--- src/rtl/ahblite_cmd_master.sv ---
// AHB-Lite single-transfer initiator driven by a local valid/ready command port.
// Optional data-phase watchdog: define AHB_MASTER_TIMEOUT_EN.
module ahblite_cmd_master #(
  parameter logic [3:0]  HPROT_VAL   = 4'b0011,
  parameter int unsigned TIMEOUT_CYC = 256
) (
  input  logic        HCLK,
  input  logic        HRESETn,
  input  logic        cmd_valid,
  output logic        cmd_ready,
  input  logic        cmd_write,
  input  logic [31:0] cmd_addr,
  input  logic [2:0]  cmd_size,
  input  logic [31:0] cmd_wdata,
  output logic        rsp_valid,
  output logic [31:0] rsp_rdata,
  output logic        rsp_err,
  output logic [31:0] HADDR,
  output logic [1:0]  HTRANS,
  output logic [2:0]  HSIZE,
  output logic        HWRITE,
  output logic [2:0]  HBURST,
  output logic [3:0]  HPROT,
  output logic        HMASTLOCK,
  output logic [31:0] HWDATA,
  input  logic [31:0] HRDATA,
  input  logic        HREADY,
  input  logic        HRESP
);

  // state | meaning
  // IDLE  | cmd_ready high, waiting for a command
  // ADDR  | NONSEQ address phase, held until HREADY
  // DATA  | data phase, waiting for slave completion
  // ERR2  | second cycle of a two-cycle ERROR response
  // RESP  | one-cycle response pulse to the local side
  typedef enum logic [2:0] {S_IDLE, S_ADDR, S_DATA, S_ERR2, S_RESP} state_t;

  localparam logic [1:0] TRANS_IDLE   = 2'b00;
  localparam logic [1:0] TRANS_NONSEQ = 2'b10;

  state_t      state_q, state_d;
  logic [31:0] addr_q, addr_d;
  logic [2:0]  size_q, size_d;
  logic        write_q, write_d;
  logic [31:0] wdata_q, wdata_d;
  logic [31:0] rdata_q, rdata_d;
  logic        err_q, err_d;
  logic        bad_cmd;
  logic        timeout_hit;

  assign bad_cmd = (cmd_size > 3'd2) ||
                   ((cmd_size == 3'd1) && cmd_addr[0]) ||
                   ((cmd_size == 3'd2) && (cmd_addr[1:0] != 2'b00));

  always_ff @(posedge HCLK or negedge HRESETn) begin
    if (!HRESETn) begin
      state_q <= S_IDLE;
      addr_q  <= '0;
      size_q  <= '0;
      write_q <= 1'b0;
      wdata_q <= '0;
      rdata_q <= '0;
      err_q   <= 1'b0;
    end else begin
      state_q <= state_d;
      addr_q  <= addr_d;
      size_q  <= size_d;
      write_q <= write_d;
      wdata_q <= wdata_d;
      rdata_q <= rdata_d;
      err_q   <= err_d;
    end
  end

  always_comb begin
    state_d = state_q;
    addr_d  = addr_q;
    size_d  = size_q;
    write_d = write_q;
    wdata_d = wdata_q;
    rdata_d = rdata_q;
    err_d   = err_q;
    case (state_q)
      S_IDLE: begin
        if (cmd_valid) begin
          addr_d  = cmd_addr;
          size_d  = cmd_size;
          write_d = cmd_write;
          wdata_d = cmd_wdata;
          rdata_d = '0;
          err_d   = bad_cmd;
          state_d = bad_cmd ? S_RESP : S_ADDR;
        end
      end
      S_ADDR: begin
        if (HREADY) state_d = S_DATA;
      end
      S_DATA: begin
        if (HREADY && !HRESP) begin
          if (!write_q) rdata_d = HRDATA;
          state_d = S_RESP;
        end else if (HRESP) begin
          // HREADY with HRESP on the first cycle is a slave protocol slip; still an error.
          if (HREADY) begin
            err_d   = 1'b1;
            state_d = S_RESP;
          end else begin
            state_d = S_ERR2;
          end
        end else if (timeout_hit) begin
          err_d   = 1'b1;
          state_d = S_RESP;
        end
      end
      S_ERR2: begin
        if (HREADY || timeout_hit) begin
          err_d   = 1'b1;
          state_d = S_RESP;
        end
      end
      S_RESP: state_d = S_IDLE;
      default: state_d = S_IDLE;
    endcase
  end

`ifdef AHB_MASTER_TIMEOUT_EN
  localparam int unsigned   TMO_W    = $clog2(TIMEOUT_CYC + 1);
  localparam logic [TMO_W-1:0] TMO_LOAD = TMO_W'(TIMEOUT_CYC - 1);

  logic [TMO_W-1:0] tmo_q, tmo_d;

  // Down-counter reloads on every state change; terminal count marks the last allowed wait cycle.
  always_comb begin
    tmo_d = tmo_q;
    if (state_d != state_q) begin
      tmo_d = TMO_LOAD;
    end else if (((state_q == S_DATA) || (state_q == S_ERR2)) && !HREADY && (tmo_q != '0)) begin
      tmo_d = tmo_q - TMO_W'(1);
    end
  end

  always_ff @(posedge HCLK or negedge HRESETn) begin
    if (!HRESETn) tmo_q <= TMO_LOAD;
    else          tmo_q <= tmo_d;
  end

  assign timeout_hit = (tmo_q == '0);
`else
  logic tmo_unused;
  assign tmo_unused  = (TIMEOUT_CYC == 0);
  assign timeout_hit = 1'b0;
`endif

  assign cmd_ready = (state_q == S_IDLE);
  assign rsp_valid = (state_q == S_RESP);
  assign rsp_err   = (state_q == S_RESP) && err_q;
  assign rsp_rdata = rdata_q;

  assign HTRANS    = (state_q == S_ADDR) ? TRANS_NONSEQ : TRANS_IDLE;
  assign HADDR     = addr_q;
  assign HSIZE     = size_q;
  assign HWRITE    = write_q;
  assign HWDATA    = wdata_q;
  assign HBURST    = 3'b000;
  assign HPROT     = HPROT_VAL;
  assign HMASTLOCK = 1'b0;

endmodule

--- config.mk ---
export PLATFORM = sky130hd
export DESIGN_NAME = ahblite_cmd_master
export DESIGN_NICKNAME = d
export VERILOG_FILES = /design/src/rtl/ahblite_cmd_master.sv
export SDC_FILE = /design/constraint.sdc
export NUM_CORES = 1
export LEC_CHECK = 0
export BUFFER_PORTS_ARGS = -buffer_cell sky130_fd_sc_hd__buf_2
export CORE_MARGIN = 1.5
export CORE_UTILIZATION = 30
export DETAILED_ROUTE_END_ITERATION = 8
export GPL_TIMING_DRIVEN = 0
export HOLD_SLACK_MARGIN = 0.1
export PLACE_DENSITY = 0.63
export SLEW_MARGIN = 20
export SYNTH_ARGS = -nofsm -noshare
export SYNTH_HDL_FRONTEND = slang
export SYNTH_SLANG_ARGS = --single-unit
--- constraint.sdc ---
create_clock -name HCLK -period 2.3 [get_ports HCLK]
set_input_delay 0.69 -clock HCLK [delete_from_list [all_inputs] [get_ports HCLK]]
set_output_delay 0.69 -clock HCLK [all_outputs]
set_load 0.1 [all_outputs]
## Word level (Yosys, flattened, before mapping)

Cells that the tools add are included.

| word-level totals | value |
|---|---|
| register bits after elaboration | 104 |
| bits of input ports | 105 |
| output and inout port bits | 113 |

| cells by class | value |
|---|---|
| $lt $le $gt $ge | 1 |
| equality and inequality tests | 14 |
| muxes and demuxes | 18 |
| reductions and logical operators | 15 |

Operators with widths:

| cell | number |
|---|---|
| 2-to-1 mux 32 bit | 3 |
| one-hot mux 32 bit (2 select lines) | 1 |
| 2-to-1 mux 3 bit | 7 |
| inequality test 2 bit (second input constant) | 7 |
| one-hot mux 3 bit (4 select lines) | 1 |
| AND reduction 4 bit | 3 |
| equality test 3 x 2 -> 1 bit (second input constant) | 3 |
| equality test 3 x 1 -> 1 bit (second input constant) | 2 |
| logical AND 1 bit | 4 |
| 2-to-1 mux 1 bit | 4 |
| nonzero test 2 bit | 2 |
| equality test 3 bit (second input constant) | 1 |
| greater-than comparator 3 x 2 -> 1 bit (second input constant) | 1 |
| zero test 3 bit | 1 |
| inequality test 3 bit (second input constant) | 1 |
| one-hot mux 1 bit (3 select lines) | 1 |
| nonzero test 3 bit | 1 |
| logical OR 1 bit | 2 |
| 2-to-1 mux 2 bit | 1 |
| AND reduction 2 bit | 1 |
| zero test 1 bit | 1 |

## Logic depth before layout (Yosys ltp)

| depth | value |
|---|---|
| word-level depth | 7 |
| gate-level depth with buffers | 6 |

## Least setup slack after synthesis

No wires, ideal clock.

| timing | value |
|---|---|
| kind | register to output |
| from | reg state_q[0] |
| to | out rsp_err |
| arrival time | 3728 ps |
| setup slack | -2118 ps |
| stages on the path, launching flop included | 4 |
| path buffers | 1 |
| cells stage by stage | dfrtp_1 -> buf_2 -> nor3b_1 -> and2_1 |

| on the way | value |
|---|---|
| longest elaborated chain between the ends | 2 |

RTL lines:

| what | RTL line | source |
|---|---|---|
| from (decl) | 42 | `state_t state_q, state_d;` |
| from (signal assigned) | 66 | `state_q <= state_d;` |
| equality test 3 bit | n/a |  |
| net rsp_valid | 15 | `output logic rsp_valid,` |
| logical AND 1 bit | 157 | `assign rsp_err = (state_q == S_RESP) && err_q;` |
| to (decl) | 17 | `output logic rsp_err,` |

The timed path passes the listed nets, and every way through them passes these cells.

## Worst setup path after layout

| timing | value |
|---|---|
| from | reg state_q[1] |
| to | out rsp_valid |

| on the way | value |
|---|---|
| longest elaborated chain between the ends | 1 |

RTL lines:

| what | RTL line | source |
|---|---|---|
| equality test 3 bit | 156 | `assign rsp_valid = (state_q == S_RESP);` |
| to (decl) | 15 |  |

Every way passes these cells.

==> results.yml <==
logic_synthesis:
  synth_seq_cells: 104
  ys_top_cells_by_count: "nand2_1 (236), dfrtp_1 (104), mux2i_1 (32)"
  synth_top_family_by_area: "simple AND/OR/NAND/NOR gates"
  synth-simple-area-share: 0.232
  synth_edf_count: 0
  ys.flop_type: "dfrtp_1"
  synth_xor_area_frac: 0
  synthArstFlopShare: 1.00
  synth_largest_area_cell: "dfrtp_1"
  muxShareOfSynthArea: 0.0735
  synth_most_common_cell: "nand2_1"
  synth_top_area_frac: 0.597
  synthAdderAreaFrac: 0
  yosysWarnings: 0
  synthTopCellsByArea: "dfrtp_1 (60%), nand2_1 (20%), mux2i_1 (7.3%)"
  syn_inst: 460
  syn_area_um2: 4360
  synth_cell_types: 27
  synth_compound_area_frac: 0.0106
  seq_area_frac_synth: 0.597
  syn_avg_cell_area_um2: 9.48
worst_setup_path:
  cp_cell_sequence: "buf_6, nor3b_4, buf_2"
  path_buf_inv: 2
  critPathKind: "flop to primary output"
  path_delay_family: "buffers and inverters"
  crit_required_ns: 1.61
  cp-start-kind: "flop"
  critPathCaptureType: "primary output"
  crit_start: "state_q[1]"
  crit_arrival_ns: 1.51
  slowest_stage: "buf_2"
  crit_fanout: 10
  reg2reg_from: "state_q[0]"
  cpPeakStageDelay_ns: 0.46
route:
  drt_iter0_markers: 169
  wl_um: 10900
  vias_per_cell: 4.18
  num_vias: 3641
  drtPass1Iterations: 4
  drc: 0
  ant_nets: 0
  wire_per_inst_um: 12.5
cells_and_area:
  syn_to_final_growth_pct: 39.3
  n_antenna_cell: 0
  nets: 792
  finalNonFillerCells: 872
  final_layout_size_suffix_gt1_frac: 0.377
run:
  drv_cap: 0
sta:
  fmax_ghz: 0.455
  fin_crit_sh: 0.955
  hold_viol: 0
  finalWorstSetupSlack_ns: 0.104
  period_minus_slack_ns: 2.20
  rsz0062_at_grt: "false"
  max_slew_margin: 0.509
  worstMarginPinSlew_ns: 0.735
  slew_violations: 0
  finalSetupViolCount: 0
  skew_ns: 0.00801
  fin_setup_tns_ns: 0
global_route:
  grt_max_degree: 61
  grt_pass1_vias: 3566
  grt-ovfl-total: 0
  antenna_found_initial: 0
  track_usage: 0.142
  grt_pass1_wl_um: 16900
floorplanning:
  die_width_um: 124
  die_h_um: 124
  core_region_area_um2: 14000
  io-pin-count: 218
  rows: 43
  dieArea_um2: 15300
  start_util: 0.310
placed_design:
  portBuffers: 208
  place.gp.congestion: 0.701
  post-place-ws_ns: -0.0421
  dpl.hpwl_um: 8140
  placed_cells: 856
outcome:
  outcome: "complete, no violations"
cts:
  clockBufferDepth: 2
  holdBufCountCts: 0
  clock-sinks: 104
  cts_tree: "built"
  path_clk_slew_ns: 0.07
  root_buffer: "clkbuf_16"
  clk_latency_ns: 0.34
  post-cts-setup-buffers: 0
  htree_levels: 3
  ctsResizeCount: 1
  numCtsBuffers: 9
hold_path:
  hold_class: "input pin to asynchronous set/reset pin"
## per-layer routing
metal,routed length (um),track usage,up-vias,share of wire
met5,0,0,-,0
met4,211,0.0596,0,0.019
met3,783,0.0387,12,0.072
met2,5110,0.233,129,0.47
met1,4820,0.178,1669,0.44
li1,-,-,1831,-
## cells in the final DEF, fill, tap and decap left out, types with 2 or more instances in the layout
cell,netlist,layout
dfrtp_1,104,104
nand2_1,236,236
bufinv_16,0,3
o31ai_1,2,2
buf_12,3,3
buf_6,2,4
buf_2,10,215
clkbuf_16,0,9
conb_1,2,9
nand2b_1,2,2
clkbuf_1,6,6
buf_4,13,14
mux2i_1,32,32
a21oi_1,2,2
inv_1,31,31
## per-stage QoR
step                hold slack (ns)  cell area, um^2   util
finish                        0.264             6070  0.432
global route                  0.291             6070  0.432
CTS                           0.276             6070  0.432
detailed placement            0.457             5720  0.407
global placement              0.453             5680  0.405
floorplan                     0.394             4420      -
## path summary, 6_finish.rpt
kind	end	slack [ns]	depth (start not counted)
max	rsp_valid	0.10	3
min reg2reg	HADDR[24]	0.47	2
max in group asynchronous	HWDATA[29]	1.38	2
max reg2reg	HADDR[27]	0.30	6
min in group HCLK	HADDR[24]	0.47	2
min	rsp_rdata[13]	0.26	1
## worst reg2reg max path: cells and delay by family, from the launching register on
family,cells,cell delay [ns]
buffers and inverters,3,0.76
flip-flops,1,0.36
AND/OR/NAND/NOR,3,0.83
## area by class of cell
| type | count | area (um^2) |
|---|---|---|
| Clock inverter | 6 | 115 |
| Sequential cell | 104 | 2600 |
| Tap cell | 180 | 225 |
| Clock buffer | 10 | 239 |
| Multi-Input combinational cell | 298 | 1440 |
| Fill cell | 1455 | 7970 |
| Inverter | 31 | 116 |
| Timing Repair Buffer | 209 | 1080 |
| Buffer | 34 | 259 |
## state kept, by name, indices dropped and copies added, names as in the netlist
register	cells
state_q	3
rsp_rdata	32
HADDR	32
HSIZE	3
err_q	1
HWDATA	32
HWRITE	1
## kinds of logic after synthesis
family	Yosys count
AND/OR/NAND/NOR	250
flip-flops	104
buffers and inverters	65
multiplexers	32
AO/OA/AOI/OAI	7
other	2
Power is left out: the tool's default activity adds up to more than one toggle a clock period on the data nets, which glitch-free logic cannot reach.
